[config.mk]
export PLATFORM = sky130hd
export DESIGN_NAME = serial_add16_ctrl_flat
export DESIGN_NICKNAME = d
export VERILOG_FILES = /design/src/rtl/add_ctrl_pkg.sv /design/src/rtl/serial_add16_ctrl_if.sv /design/src/rtl/serial_add16_ctrl_slice_adder.sv /design/src/rtl/serial_add16_ctrl.sv /design/src/flat_wrapper.sv
export SDC_FILE = /design/constraint.sdc
export NUM_CORES = 1
export LEC_CHECK = 0
export CORE_ASPECT_RATIO = 0.8
export CORE_MARGIN = 5
export CORE_UTILIZATION = 42
export DETAILED_ROUTE_END_ITERATION = 10
export GPL_TIMING_DRIVEN = 0
export PLACE_DENSITY = 0.66
export SETUP_SLACK_MARGIN = 0.3
export SLEW_MARGIN = 20
export SYNTH_ARGS = -nofsm -noshare
export SYNTH_HDL_FRONTEND = slang
export SYNTH_SLANG_ARGS = --single-unit
[constraint.sdc]
create_clock -name clk -period 1.75 [get_ports clk]
set_input_delay 0.175 -clock clk [delete_from_list [all_inputs] [get_ports clk]]
set_output_delay 0.175 -clock clk [all_outputs]
set_load 0.05 [all_outputs]
[src/rtl/add_ctrl_pkg.sv]
// Shared types and sizing helpers for the serial slice-adder sequencer.
package add_ctrl_pkg;

  localparam int DEF_WIDTH = 16;
  localparam int DEF_SLICE = 2;

  typedef enum logic [1:0] {
    IDLE = 2'd0,
    RUN  = 2'd1,
    DONE = 2'd2
  } state_e;

  function automatic int calc_steps(input int width, input int slice);
    return width / slice;
  endfunction

  // Index counter needs at least one bit even for a single-step configuration.
  function automatic int calc_idx_w(input int steps);
    return (steps > 1) ? $clog2(steps) : 1;
  endfunction

endpackage

[src/rtl/serial_add16_ctrl_if.sv]
// Operand/result valid-ready bundle between producer, sequencer and consumer.
interface serial_add16_ctrl_if
  import add_ctrl_pkg::*;
#(
  parameter int WIDTH = DEF_WIDTH
);
  logic             in_valid;
  logic             in_ready;
  logic [WIDTH-1:0] a;
  logic [WIDTH-1:0] b;
  logic             cin;
  logic             out_valid;
  logic             out_ready;
  logic [WIDTH-1:0] sum;
  logic             cout;
  logic             busy;

  modport master (
    output in_valid, a, b, cin, out_ready,
    input  in_ready, out_valid, sum, cout, busy
  );

  modport slave (
    input  in_valid, a, b, cin, out_ready,
    output in_ready, out_valid, sum, cout, busy
  );
endinterface

[src/rtl/serial_add16_ctrl_slice_adder.sv]
// Combinational SLICE-bit ripple slice; result is {carry_out, sum_bits}.
module slice_adder #(
  parameter int SLICE = 2
) (
  input  logic [SLICE-1:0] a,
  input  logic [SLICE-1:0] b,
  input  logic             c_in,
  output logic [SLICE:0]   res
);

  assign res = {1'b0, a} + {1'b0, b} + {{SLICE{1'b0}}, c_in};

endmodule

[src/rtl/serial_add16_ctrl.sv]
// Serial adder sequencer: reuses one SLICE-bit adder per cycle, LSB slice first,
// with valid/ready handshakes on the operand and result sides.
module serial_add16_ctrl
  import add_ctrl_pkg::*;
#(
  parameter int WIDTH = DEF_WIDTH,
  parameter int SLICE = DEF_SLICE
) (
  input logic                clk,
  input logic                rst,
  serial_add16_ctrl_if.slave bus
);

  localparam int N     = calc_steps(WIDTH, SLICE);
  localparam int IDX_W = calc_idx_w(N);
  localparam logic [IDX_W-1:0] LAST_IDX = IDX_W'(N - 1);

  generate
    if ((WIDTH % SLICE) != 0) begin : g_bad_width
      $error("serial_add16_ctrl: WIDTH must be a multiple of SLICE");
    end
  endgenerate

  state_e                   state_r;
  state_e                   state_s;
  logic [WIDTH-1:0]         a_sh_r;
  logic [WIDTH-1:0]         b_sh_r;
  // Only the upper WIDTH-SLICE bits of the accumulator survive a step.
  logic [WIDTH-SLICE-1:0]   acc_r;
  logic [WIDTH-1:0]         acc_s;
  logic                     carry_r;
  logic [IDX_W-1:0]         idx_r;
  logic [WIDTH-1:0]         sum_r;
  logic                     cout_r;
  logic [SLICE:0]           slice_s;

  slice_adder #(.SLICE(SLICE)) u_slice (
    .a    (a_sh_r[SLICE-1:0]),
    .b    (b_sh_r[SLICE-1:0]),
    .c_in (carry_r),
    .res  (slice_s)
  );

  assign acc_s    = {slice_s[SLICE-1:0], acc_r};
  assign bus.sum  = sum_r;
  assign bus.cout = cout_r;

  // State register
  always_ff @(posedge clk) begin
    if (rst) begin
      state_r <= IDLE;
    end else begin
      state_r <= state_s;
    end
  end

  // Next-state logic
  always_comb begin
    state_s = state_r;
    case (state_r)
      IDLE:    if (bus.in_valid) state_s = RUN;  else state_s = IDLE;
      RUN:     if (idx_r == LAST_IDX) state_s = DONE; else state_s = RUN;
      DONE:    if (bus.out_ready) state_s = IDLE; else state_s = DONE;
      default: state_s = IDLE;
    endcase
  end

  // Handshake and status outputs decoded from the registered state only
  always_comb begin
    bus.in_ready  = 1'b0;
    bus.out_valid = 1'b0;
    bus.busy      = 1'b0;
    case (state_r)
      IDLE:    bus.in_ready = 1'b1;
      RUN:     bus.busy     = 1'b1;
      DONE: begin
        bus.out_valid = 1'b1;
        bus.busy      = 1'b1;
      end
      default: bus.in_ready = 1'b0;
    endcase
  end

  // Operand shift registers, accumulator, carry, step counter and result latch
  always_ff @(posedge clk) begin
    if (rst) begin
      a_sh_r  <= {WIDTH{1'b0}};
      b_sh_r  <= {WIDTH{1'b0}};
      acc_r   <= {(WIDTH-SLICE){1'b0}};
      carry_r <= 1'b0;
      idx_r   <= {IDX_W{1'b0}};
      sum_r   <= {WIDTH{1'b0}};
      cout_r  <= 1'b0;
    end else begin
      case (state_r)
        IDLE: begin
          if (bus.in_valid) begin
            a_sh_r  <= bus.a;
            b_sh_r  <= bus.b;
            carry_r <= bus.cin;
            idx_r   <= {IDX_W{1'b0}};
            acc_r   <= {(WIDTH-SLICE){1'b0}};
          end
        end
        RUN: begin
          a_sh_r  <= a_sh_r >> SLICE;
          b_sh_r  <= b_sh_r >> SLICE;
          acc_r   <= acc_s[WIDTH-1:SLICE];
          carry_r <= slice_s[SLICE];
          // Result is latched once so it stays put after the pop.
          if (idx_r == LAST_IDX) begin
            sum_r  <= acc_s;
            cout_r <= slice_s[SLICE];
          end else begin
            idx_r <= idx_r + IDX_W'(1);
          end
        end
        default: begin
          carry_r <= carry_r;
        end
      endcase
    end
  end

endmodule

[src/flat_wrapper.sv]
// flat-port wrapper written by rule: the top's interface ports become plain ports
module serial_add16_ctrl_flat import add_ctrl_pkg::*;
#(
  parameter int WIDTH = DEF_WIDTH,
  parameter int SLICE = DEF_SLICE
)
  (clk, rst, bus_in_valid, bus_a, bus_b, bus_cin, bus_out_ready, bus_in_ready, bus_out_valid, bus_sum, bus_cout, bus_busy);
  serial_add16_ctrl_if #(.WIDTH(WIDTH)) bus_i ();
  input logic clk;
  input logic rst;
  input wire logic [$bits(bus_i.in_valid)-1:0] bus_in_valid;
  input wire logic [$bits(bus_i.a)-1:0] bus_a;
  input wire logic [$bits(bus_i.b)-1:0] bus_b;
  input wire logic [$bits(bus_i.cin)-1:0] bus_cin;
  input wire logic [$bits(bus_i.out_ready)-1:0] bus_out_ready;
  output wire logic [$bits(bus_i.in_ready)-1:0] bus_in_ready;
  output wire logic [$bits(bus_i.out_valid)-1:0] bus_out_valid;
  output wire logic [$bits(bus_i.sum)-1:0] bus_sum;
  output wire logic [$bits(bus_i.cout)-1:0] bus_cout;
  output wire logic [$bits(bus_i.busy)-1:0] bus_busy;
  assign bus_i.in_valid = bus_in_valid;
  assign bus_i.a = bus_a;
  assign bus_i.b = bus_b;
  assign bus_i.cin = bus_cin;
  assign bus_i.out_ready = bus_out_ready;
  assign bus_in_ready = bus_i.in_ready;
  assign bus_out_valid = bus_i.out_valid;
  assign bus_sum = bus_i.sum;
  assign bus_cout = bus_i.cout;
  assign bus_busy = bus_i.busy;
  serial_add16_ctrl #(.WIDTH(WIDTH), .SLICE(SLICE)) u_core (.clk(clk), .rst(rst), .bus(bus_i));
endmodule
Word level (Yosys, flattened, before mapping). Index checks and enable logic that the tools add are counted.

$add $sub $neg: 3. Equality and inequality tests: 5. Muxes and demuxes: 18. Reduce and logical (&&, ||, !) cells: 6.

Operators by type and width (number): $pmux 16 s2 (2); $mux 16 (2); $pmux 14 s2 (1); $mux 14 (1); $mux 3 (2); $pmux 2 s3 (1); $pmux 3 s2 (1); $mux 1 (5); $mux 2 (2); $ne 2x2->1 const B (2); $reduce_and 2->1 (2); $add 2x2->3 (1); $add 3x1->3 (1); $add 3x1->3 const B (1); $eq 3x3->1 const B (1); $reduce_and 3->1 (1); $eq 2x1->1 const B (1); $eq 2x2->1 const B (1); $logic_not 2->1 (1); $pmux 1 s2 (1); $reduce_bool 2->1 (1); $reduce_or 2->1 (1).

Bits in registers: 69. Input bits: 37. Output and inout port bits: 20. Word-level logic and storage cells: 40.

Depth between registers and ports, before layout. Gate-level depths: netlist of the first run.

Word-level depth: 3. Gate-level depth with buffers: 7. Mapped depth without buffers: 6.

Hierarchy. A second synthesis of the first run with hierarchy kept.

Cells, all modules: 321. Area total of the unflattened synthesis: 3138.0 µm².

By module, submodules not included: serial_add16_ctrl (instances 1, cells an instance 311, area an instance 3067.9 µm², sequential area each 1381.3 µm²); slice_adder (instances 1, cells an instance 10, area an instance 70.1 µm², sequential area each 0.0 µm²).

Worst setup path before layout of the first run. Ideal clock, no wire load.

Kind: register to register. Start point: register u_core.state_r[0]. End point: register u_core.a_sh_r[2]. Library setup time: 0.145 ns. Arrival time: 1.703 ns. Data required time: 1.605 ns. Path slack: -0.098 ns. Cell stages (with the launch flop): 8. Buffers on the path: 2. Period minus slack after synthesis: 1.848 ns. Cell sequence: dfxtp_1 > inv_1 > ha_1 > mux2_4 > buf_6 > buf_6 > nor2_1 > a211oi_2.

Word-level cells in the longest chain between the ends: 3. Elaborated cells between the ends (all ways): 6. Those cells by class: eq/ne (2); mux (1); reduce/logical (3).

Ends and longest elaborated chain: start: declaration (line serial_add16_ctrl.sv:24) `state_e state_r;`; start signal: assignment (line serial_add16_ctrl.sv:53) `state_r <= state_s;`; $eq 2x1->1 / $logic_not 2->1 (equally long branches) (line serial_add16_ctrl.sv:95) `case (state_r)`; $reduce_bool 2->1 (no source line) / $ne 2x2->1 (equally long branches); $reduce_and 2->1 (no source line); end signal: assignment (line serial_add16_ctrl.sv:87) `a_sh_r <= {WIDTH{1'b0}};`; end signal: assignment (line serial_add16_ctrl.sv:98) `a_sh_r <= bus.a;`; end signal: assignment (line serial_add16_ctrl.sv:106) `a_sh_r <= a_sh_r >> SLICE;`; end: declaration (line serial_add16_ctrl.sv:26) `logic [WIDTH-1:0] a_sh_r;`.

Parallel ways exist; a longest one is shown, timed or not. A chain may end at the register's enable or synchronous reset.

Worst setup path after layout of the first run.
Start point: register u_core.carry_r. End point: register u_core.acc_r[13].

Word-level cells in the longest chain between the ends: 2.

Ends and longest elaborated chain: start: declaration (line serial_add16_ctrl.sv:31) `logic carry_r;`; start signal: assignment (line serial_add16_ctrl.sv:100) `carry_r <= bus.cin;`; start signal: assignment (line serial_add16_ctrl.sv:109) `carry_r <= slice_s[SLICE];`; start signal: assignment (line serial_add16_ctrl.sv:119) `carry_r <= carry_r;`; $add 3x1->3 (line serial_add16_ctrl_slice_adder.sv:11) `assign res = {1'b0, a} + {1'b0, b} + {{SLICE{1'b0}}, c_in};`; $pmux 14 s2 (line serial_add16_ctrl.sv:95); end signal: assignment (line serial_add16_ctrl.sv:89) `acc_r <= {(WIDTH-SLICE){1'b0}};`; end signal: assignment (line serial_add16_ctrl.sv:102) `acc_r <= {(WIDTH-SLICE){1'b0}};`; end signal: assignment (line serial_add16_ctrl.sv:108) `acc_r <= acc_s[WIDTH-1:SLICE];`; end: declaration (line serial_add16_ctrl.sv:29) `logic [WIDTH-SLICE-1:0] acc_r;`.

No other way between the ends.

==> impl_metrics.py, run 1 <==
metrics = {
    "outcome": {
        "status": "finished, final reports clean",
    },
    "floorplanning": {
        "core_area_mm2": 0.00696,
        "die_area_mm2": 0.00904,
        "die_x_um": 105,
        "die_h_um": 86.1,
        "start_util_pct": 43.6,
        "top_level_ports": 57,
        "rows": 27,
    },
    "sta": {
        "tightest_slew_ns": 0.731,
        "clock_skew_ns": 0.00635,
        "period_share_pct": 91.3,
        "min_period_ns": 1.60,
        "max_freq_mhz": 626,
        "tns_ns": 0,
        "drv_slew": 0,
        "hold_viol_final": 0,
        "setup_ws_ns": 0.152,
        "relSlewSlack_pct": 51.3,
        "rsz0062_at_grt": "yes",
        "finalSetupViolCount": 0,
    },
    "hold_path": {
        "hold_end": "u_core.a_sh_r[12]",
        "min_path_cells": 3,
        "min_from": "rst",
        "hold_path.class": "input pin to flop",
    },
    "setup_path": {
        "reg2reg_slack_ns": 0.15,
        "cp.required_ns": 1.97,
        "arrival_ns": 1.82,
        "cp-end-kind": "flop",
        "cp-startpoint": "u_core.carry_r",
        "r2r_start": "u_core.carry_r",
        "reg2reg_to": "u_core.acc_r[13]",
        "cp-start-kind": "flop",
        "critPathMaxFanout": 2,
        "worstSetupPathType": "flop to flop",
        "worst-r2r-cell-count": 5,
    },
    "drt": {
        "drc_errors": 0,
        "wl_met2_um": 3910,
        "drtIter0Drc": 142,
        "vias": 2605,
        "met1_length_um": 3980,
        "antenna_left": 0,
        "drtPass1Iterations": 4,
        "wirelength_um": 8420,
        "highest-signal-layer": "met4",
        "via_per_inst": 5.22,
        "route.met3.wl_um": 420,
        "post_drt_wl_per_cell_um": 16.9,
    },
    "global_routing": {
        "antenna_found_initial": 0,
        "grt_overflow": 0,
        "grt_use_total_pct": 17.8,
        "grt_start_max_net_pins": 14,
        "grt_pass1_wl_um": 12800,
        "first_global_vias": 2533,
    },
    "synth": {
        "synth.largest_area_cell": "dfxtp_1",
        "synthesis.area_mm2": 0.00304,
        "synth-seq-cells": 69,
        "ys_seq_area_share_pct": 45.5,
        "synth_top_area_share_pct": 45.5,
        "synth_async_sr_flop_share_pct": 0,
        "synth.distinct_cells": 26,
        "synth-main-ff-cell": "dfxtp_1",
        "ys_warn_count": 0,
        "avgSynthCellArea_um2": 9.58,
        "synth_area_leaders": "dfxtp_1 45%, a211oi_2 12%, mux2i_1 9.9%",
        "syn_nets": 362,
        "synth_edf_count": 0,
        "syn_inst": 317,
    },
    "placement": {
        "hpwl_um": 5090,
        "io_buffers": 55,
        "place_congestion": 0.794,
        "pre_cts_ws_ns": 0.101,
    },
    "clock_network": {
        "tritoncts": "done",
        "root_buffer": "clkbuf_8",
        "hold_buffers": 0,
        "clockBufferDepth": 2,
        "cts.sinks": 69,
        "cts_buffers": 9,
        "clk_pin_slew_ns": 0.08,
        "clk_latency_ns": 0.36,
        "htreeDepth": 3,
    },
    "layout": {
        "fillers": 519,
        "antenna_cells": 0,
        "nNetsFinal": 452,
        "syn_to_final_growth_pct": 56.3,
        "multiInputGateArea_mm2": 0.00178,
        "seq_area_mm2": 0.00139,
        "drive_above_1_share_pct": 39.3,
    },
    "power": {
        "finalPower_mw": 4.07,
        "p_leak_nw": 1.79,
        "power.density_mw_per_mm2": 858,
        "ir_drop_mv": 0.385,
    },
    "run": {
        "maxCapViolCount": 0,
    },
}
## placed cells by master, fill, tap and decap left out, types with 6 or more instances in the layout
cell type	Yosys	routed
dlygate4sd2_1	0	11
nand3_2	0	8
nand3_1	14	6
clkdlybuf4s50_1	0	35
buf_8	1	9
dfxtp_2	0	6
nor2_1	36	21
nor2_4	0	10
buf_4	3	13
clkbuf_8	0	9
a21oi_2	0	6
dfxtp_1	69	62
nand2_1	43	34
clkbuf_1	8	6
buf_6	5	8
a211oi_2	29	28
mux2i_1	30	26
clkdlybuf4s15_1	0	6
a21oi_1	33	27
## worst max path at each step
stage                        to  slack [ns]  cells past startpoint
5_1_grt        u_core.acc_r[13]        0.12                      5
3_3_place_gp           bus_busy        0.11                      3
4_1_cts        u_core.acc_r[13]        0.14                      5
2_1_floorplan  u_core.a_sh_r[0]        0.23                      7
6_report       u_core.acc_r[13]        0.15                      5
3_5_place_dp    u_core.acc_r[3]        0.10                      6
## what timing repair did
item                       in CTS  in global routing
setup buffers                  10                  5
hold endpoints to repair        0                  0
pin swaps                       5                 20
setup endpoints to repair      86                 77
cloned                          6                  3
gates resized for setup        88                 76
## kinds of logic (layout without fill, tap and decap cells)
| kind of cell | after synthesis | after routing | share of synthesized area [%] |
|---|---|---|---|
| adder cells (fa/ha/maj) | 8 | 8 | 3.79 |
| flip-flops | 69 | 69 | 45.5 |
| multiplexers | 31 | 31 | 10.4 |
| AO/OA/AOI/OAI | 72 | 72 | 19.6 |
| AND/OR/NAND/NOR | 101 | 101 | 13.8 |
| buffers and inverters | 36 | 131 | 6.88 |
## metal layers
metal	GRT usage (%)	vias up
li1	-	1280
met1	24.5	1255
met2	26.2	57
met3	6.02	13
met4	5.69	0
met5	0	-
## through the flow
step / hold WS [ns] / cells / area, µm² / utilization (%)
3_3_place_gp: 0.444 / 459 / 3780 / 54.3
4_1_cts: 0.354 / 491 / 4380 / 63.0
3_5_place_dp: 0.447 / 459 / 3780 / 54.3
5_1_grt: 0.393 / 499 / 4750 / 68.2
2_1_floorplan: 0.323 / 317 / 3120 / -
6_report: 0.385 / 499 / 4750 / 68.2
## critical path, stage by stage, from the launching register on
cell and delay [ns]:
dfxtp_2 0.34, inv_2 0.04, fa_2 0.37, fa_2 0.55, nand3b_1 0.11, a21oi_1 0.06
## synthesized netlist by cell type, drive strengths merged, types with 3 or more instances
| library cell | instances |
|---|---|
| dfxtp | 69 |
| nand2 | 43 |
| nor2 | 36 |
| a21oi | 33 |
| a211oi | 32 |
| mux2i | 30 |
| buf | 18 |
| nand3 | 14 |
| clkbuf | 9 |
| inv | 9 |
| ha | 6 |
| a22oi | 4 |
| nand3b | 3 |
| o21ai | 3 |
## cell type report
| cell class | count | area share, % |
|---|---|---|
| clock buffer | 9 | 2.61 |
| clock inverter | 7 | 2.06 |
| tap | 87 | 2.29 |
| multi-input combinational | 212 | 37.6 |
| inverter | 9 | 0.765 |
| sequential | 69 | 29.3 |
| buffer | 27 | 6.33 |
| timing repair buffer | 79 | 19.0 |
## sequential cells by signal (all words and copies together), names as in the netlist
signal	cells
u_core.a_sh_r	16
u_core.b_sh_r	16
u_core.bus.sum	16
u_core.acc_r	14
u_core.idx_r	3
u_core.state_r	2
u_core.bus.cout	1
u_core.carry_r	1
## power breakdown
| part | total [mW] | internal, mW | switching [mW] |
|---|---|---|---|
| sequential | 1.72 | 1.65 | 0.0649 |
| combinational | 0.891 | 0.478 | 0.413 |
| clock | 1.47 | 0.809 | 0.658 |
No activity file was read; power rests on OpenSTA's default activity.
==> run 2, diff against run 1 <==
- PLACE_DENSITY: 0.66 -> 0.65
- SYNTH_HIERARCHICAL: unset -> 1
==> impl_metrics.py, run 2 <==
metrics = {
    "power": {
        "p_leak_nw": 1.73,
        "p_sw_mw": 1.16,
        "power.density_mw_per_mm2": 867,
        "intPower_mw": 2.95,
        "ir_drop_mv": 0.444,
        "seqPwrFrac_pct": 41.7,
        "pwr-share-comb_pct": 22.0,
        "pwr-share-clk_pct": 36.2,
        "swShare_pct": 28.2,
    },
    "sta": {
        "period_share_pct": 93.1,
        "fin_hold_ws_ns": 0.435,
        "drv_slew": 0,
        "setup_ws_ns": 0.120,
        "clock_skew_ns": 0.00901,
        "hold_viol_final": 0,
        "relSlewSlack_pct": 52.0,
        "tns_ns": 0,
        "tightest_slew_ns": 0.720,
        "rsz0062_at_grt": "yes",
        "max_freq_mhz": 614,
        "min_period_ns": 1.63,
        "finalSetupViolCount": 0,
    },
    "placement": {
        "place_inst": 466,
        "io_buffers": 55,
        "pre_cts_ws_ns": 0.104,
        "place_congestion": 0.770,
        "hpwl_um": 4990,
    },
    "setup_path": {
        "cp-end-kind": "flop",
        "worst-r2r-cell-count": 8,
        "cp-start-kind": "flop",
        "arrival_ns": 1.85,
        "cp.required_ns": 1.97,
        "critPathMaxFanout": 5,
        "worstSetupPathType": "flop to flop",
    },
    "synth": {
        "syn_nets": 366,
        "synth-main-ff-cell": "dfxtp_1",
        "synth_top_area_share_pct": 44.0,
        "avgSynthCellArea_um2": 9.78,
        "synth_edf_count": 0,
        "synth_async_sr_flop_share_pct": 0,
        "synth.distinct_cells": 25,
        "synth.largest_area_cell": "dfxtp_1",
        "syn_inst": 321,
        "ys_seq_area_share_pct": 44.0,
        "ys_warn_count": 6,
        "synthTopCellsByCount": "69 x dfxtp_1, 49 x nand2_1, 33 x nor2_1",
        "synth_most_common_cell": "dfxtp_1",
        "synth_area_leaders": "dfxtp_1 44%, a211oi_2 12%, mux2i_1 9.6%",
        "synthesis.area_mm2": 0.00314,
        "synth-seq-cells": 69,
    },
    "clock_network": {
        "cts.sinks": 69,
        "cts_buffers": 9,
        "root_buffer": "clkbuf_8",
        "clockBufferDepth": 2,
        "htreeDepth": 3,
        "hold_buffers": 0,
        "clk_latency_ns": 0.35,
        "tritoncts": "done",
        "clk_pin_slew_ns": 0.08,
    },
    "floorplanning": {
        "die_h_um": 87.3,
        "die_x_um": 107,
        "die_area_mm2": 0.00931,
        "rows": 28,
        "start_util_pct": 42.9,
        "top_level_ports": 57,
        "core_area_mm2": 0.00732,
    },
    "drt": {
        "via_per_inst": 5.10,
        "drtIter0Drc": 82,
        "drtPass1Iterations": 4,
        "antenna_left": 0,
        "vias": 2538,
        "post_drt_wl_per_cell_um": 15.4,
        "wirelength_um": 7690,
        "drc_errors": 0,
    },
    "hold_path": {
        "min_path_cells": 3,
        "hold_path.class": "input pin to flop",
    },
    "layout": {
        "syn_to_final_growth_pct": 51.1,
        "final_common_cell": "dfxtp_1",
        "final_cell_mix": "65 x dfxtp_1, 47 x nand2_1, 35 x clkdlybuf4s50_1",
        "drive_above_1_share_pct": 40.2,
        "fin_cells": 498,
        "antenna_cells": 0,
        "nNetsFinal": 448,
    },
    "run": {
        "maxCapViolCount": 0,
    },
    "outcome": {
        "status": "finished, final reports clean",
    },
    "global_routing": {
        "grt_pass1_wl_um": 12800,
        "antenna_found_initial": 0,
        "grt_start_max_net_pins": 15,
        "first_global_vias": 2602,
        "grt_use_total_pct": 17.1,
        "grt_overflow": 0,
    },
}
## run 2: cell count changes after synthesis, sizes merged
| cell | before | now |
|---|---|---|
| inv | 9 | 11 |
| nor2 | 36 | 33 |
| buf | 18 | 17 |
| a211oi | 32 | 29 |
| nand3 | 14 | 16 |
| nand3b | 3 | 1 |
| a21oi | 33 | 36 |
| nand2 | 43 | 49 |
## run 2: layout make-up
| type | count | area [µm²] |
|---|---|---|
| fillers | 576 | 2580 |
| multi-input cells | 215 | 1860 |
| flip-flops and latches | 69 | 1390 |
| repair buffers | 71 | 836 |
| plain buffers | 26 | 280 |
| clock buffers | 9 | 124 |
| well taps | 90 | 113 |
| clock inverters | 7 | 104 |
| inverters | 11 | 41.3 |
## run 2: power by group through the flow
| stage | Clock (mW) | Combinational [mW] | Sequential, mW |
|---|---|---|---|
| CTS | 1.53 | 0.826 | 1.70 |
| finish | 1.49 | 0.907 | 1.72 |
| floorplan | 0 | 0.462 | 1.72 |
| global placement | 0 | 0.626 | 1.73 |
| global route | 1.61 | 0.971 | 1.73 |
| detailed placement | 0 | 0.633 | 1.74 |
## run 2: metal layers
layer / GRT usage [%] / share of wire (%) / vias to the layer above
li1: - / - / 1280
met2: 26.8 / 47 / 59
met5: 0 / 0 / -
met4: 4.88 / 1.0 / 0
met3: 4.82 / 4.9 / 8
met1: 23.3 / 48 / 1191
## run 2: final timing paths
path / from / end / slack (ns)
setup / recovery: u_core/state_r[0] / u_core/acc_r[13] / 0.12
hold / removal: rst / u_core/b_sh_r[7] / 0.43
hold reg to reg: u_core/bus.sum[15] / u_core/bus.sum[15] / 0.45
setup reg to reg: u_core/state_r[0] / u_core/acc_r[13] / 0.12
## run 2: logic make-up after synthesis
| family | Yosys count | share of synthesized area, % |
|---|---|---|
| mux | 31 | 10.0 |
| flops | 69 | 44.0 |
| compound gates | 72 | 20.1 |
| simple gates | 104 | 15.4 |
| buf+inv | 37 | 6.86 |
| fa+ha+maj | 8 | 3.67 |
## run 2: worst max-delay path: stages, from the launching register on
cell and delay (ns):
dfxtp_2 0.34, inv_2 0.08, ha_4 0.18, mux2_4 0.35, buf_12 0.14, buf_16 0.14, buf_16 0.14, nand3_4 0.08
a21oi_2 0.05
## run 2: what timing repair did
| item | in CTS | in global routing |
|---|---|---|
| buffers inserted | 5 | 4 |
| endpoints found under the setup margin | 89 | 69 |
| pin swaps | 5 | 15 |
| gates cloned | 7 | 0 |
| gates resized for setup | 74 | 67 |
## run 2: through the flow
| step | cell area [µm²] | power [mW] | util (%) |
|---|---|---|---|
| after floorplan | 3210 | 2.19 | - |
| after detailed placement | 3870 | 2.37 | 52.9 |
| final | 4740 | 4.11 | 64.7 |
| after CTS | 4460 | 4.05 | 61.0 |
| after global routing | 4740 | 4.31 | 64.7 |
| after global placement | 3870 | 2.36 | 52.9 |
==> run 3, diff against run 2 <==
- PLACE_DENSITY: 0.65 -> 0.76
==> impl_metrics.py, run 3 (synthesis results as in run 2) <==
metrics = {
    "outcome": {
        "status": "finished, final reports clean",
    },
    "floorplanning": {
        "die_area_mm2": 0.00931,
        "die_h_um": 87.3,
        "core_area_mm2": 0.00732,
        "top_level_ports": 57,
        "rows": 28,
        "start_util_pct": 42.9,
        "die_x_um": 107,
    },
    "setup_path": {
        "r2r_start": "u_core/state_r[0]",
        "worstSetupPathType": "flop to flop",
        "reg2reg_to": "u_core/acc_r[2]",
        "cp-end-kind": "flop",
        "crit_path_end": "u_core/acc_r[2]",
        "cp-startpoint": "u_core/state_r[0]",
        "critPathMaxFanout": 8,
        "reg2reg_slack_ns": 0.12,
        "arrival_ns": 1.86,
        "cp-start-kind": "flop",
        "worst-r2r-cell-count": 8,
        "cp.required_ns": 1.98,
    },
    "global_routing": {
        "antenna_found_initial": 0,
        "grt_overflow": 0,
        "grt_use_total_pct": 16.9,
        "first_global_vias": 2596,
        "grt_start_max_net_pins": 13,
        "grt_pass1_wl_um": 12300,
    },
    "power": {
        "ir_drop_mv": 0.512,
        "pwr-share-clk_pct": 33.4,
        "swShare_pct": 27.9,
        "intPower_mw": 2.71,
        "p_sw_mw": 1.05,
        "p_leak_nw": 1.63,
        "finalPower_mw": 3.76,
        "pwr-share-comb_pct": 21.1,
        "power.density_mw_per_mm2": 850,
        "seqPwrFrac_pct": 45.5,
    },
    "clock_network": {
        "cts.sinks": 69,
        "cts_buffers": 9,
        "htreeDepth": 3,
        "root_buffer": "clkbuf_8",
        "clk_pin_slew_ns": 0.08,
        "clk_latency_ns": 0.35,
        "clockBufferDepth": 2,
        "tritoncts": "done",
    },
    "layout": {
        "drive_above_1_share_pct": 35.3,
        "final_common_cell": "dfxtp_1",
        "final_cell_mix": "64 x dfxtp_1, 48 x nand2_1, 35 x clkdlybuf4s50_1",
        "final_area_mm2": 0.00442,
        "antenna_cells": 0,
        "syn_to_final_growth_pct": 40.8,
        "fin_cells": 489,
        "nNetsFinal": 439,
    },
    "drt": {
        "drc_errors": 0,
        "via_per_inst": 5.10,
        "wirelength_um": 7580,
        "drtIter0Drc": 56,
        "drtPass1Iterations": 4,
        "post_drt_wl_per_cell_um": 15.5,
        "vias": 2493,
        "antenna_left": 0,
    },
    "placement": {
        "io_buffers": 55,
        "postPlaceCellArea_mm2": 0.00387,
        "place_inst": 466,
        "hpwl_um": 5160,
        "pre_cts_ws_ns": 0.0808,
        "place_congestion": 0.800,
    },
    "sta": {
        "tns_ns": 0,
        "drv_slew": 0,
        "finalSetupViolCount": 0,
        "clock_skew_ns": 0.00953,
        "max_freq_mhz": 614,
        "min_period_ns": 1.63,
        "setup_ws_ns": 0.120,
        "rsz0062_at_grt": "yes",
        "period_share_pct": 93.1,
        "tightest_slew_ns": 0.706,
        "relSlewSlack_pct": 52.9,
        "hold_viol_final": 0,
    },
    "run": {
        "maxCapViolCount": 0,
    },
    "hold_path": {
        "hold_path.class": "input pin to flop",
    },
}
[run 3: layout make-up]
class                   count  area [µm²]
plain buffers              26         284
repair buffers             62         668
multi-input cells         215        1730
fillers                   608        2900
inverters                  11        41.3
flip-flops and latches     69        1390
clock buffers               9         124
clock inverters             7        66.3
well taps                  90         113
[run 3: how the worst min path moves through the flow]
stage | to | depth (start not counted) | from
2_1_floorplan | u_core/a_sh_r[14] | 2 | bus_a[14]
3_3_place_gp | u_core/bus.sum[2] | 2 | u_core/bus.sum[2]
3_5_place_dp | u_core/acc_r[0] | 2 | u_core/acc_r[0]
4_1_cts | u_core/b_sh_r[2] | 3 | rst
5_1_grt | u_core/b_sh_r[1] | 3 | rst
6_report | u_core/b_sh_r[2] | 3 | rst
[run 3: power by group through the flow]
| stage | clock (mW) | combinational (mW) | sequential, mW |
|---|---|---|---|
| detailed placement | 0 | 0.634 | 1.74 |
| floorplan | 0 | 0.462 | 1.72 |
| finish | 1.26 | 0.793 | 1.71 |
| CTS | 1.28 | 0.760 | 1.70 |
| global route | 1.36 | 0.849 | 1.72 |
| global placement | 0 | 0.622 | 1.73 |
[run 3: per-layer routing]
layer / part of all wire, % / up-vias / routed length (µm) / GRT usage (%)
met5: 0 / - / 0 / 0
met4: 1.3 / 0 / 97 / 4.18
met3: 5.5 / 11 / 417 / 6.67
met2: 48 / 64 / 3660 / 28.1
met1: 45 / 1168 / 3410 / 20.7
li1: - / 1250 / - / -
[run 3: what timing repair did]
action / 4_1_cts / 5_1_grt
buffers inserted: 3 / 0
resized for setup: 72 / 41
hold buffers: 0 / 0
cloned: 4 / 0
setup endpoints to repair: 87 / 74
pin swaps: 6 / 2
[run 3: per-stage QoR]
stage               util (%)  hold slack (ns)
floorplan                  -            0.323
global placement        52.9            0.443
detailed placement      52.9            0.446
CTS                     58.7            0.404
global route            60.3            0.431
finish                  60.3            0.416
[run 3: critical path, stage by stage (launching register included)]
cell and delay, ns:
dfxtp_2 0.38, inv_2 0.06, ha_4 0.18, mux2_4 0.34, buf_12 0.17, buf_12 0.13, buf_16 0.14, nand3_4 0.06
a21oi_2 0.05
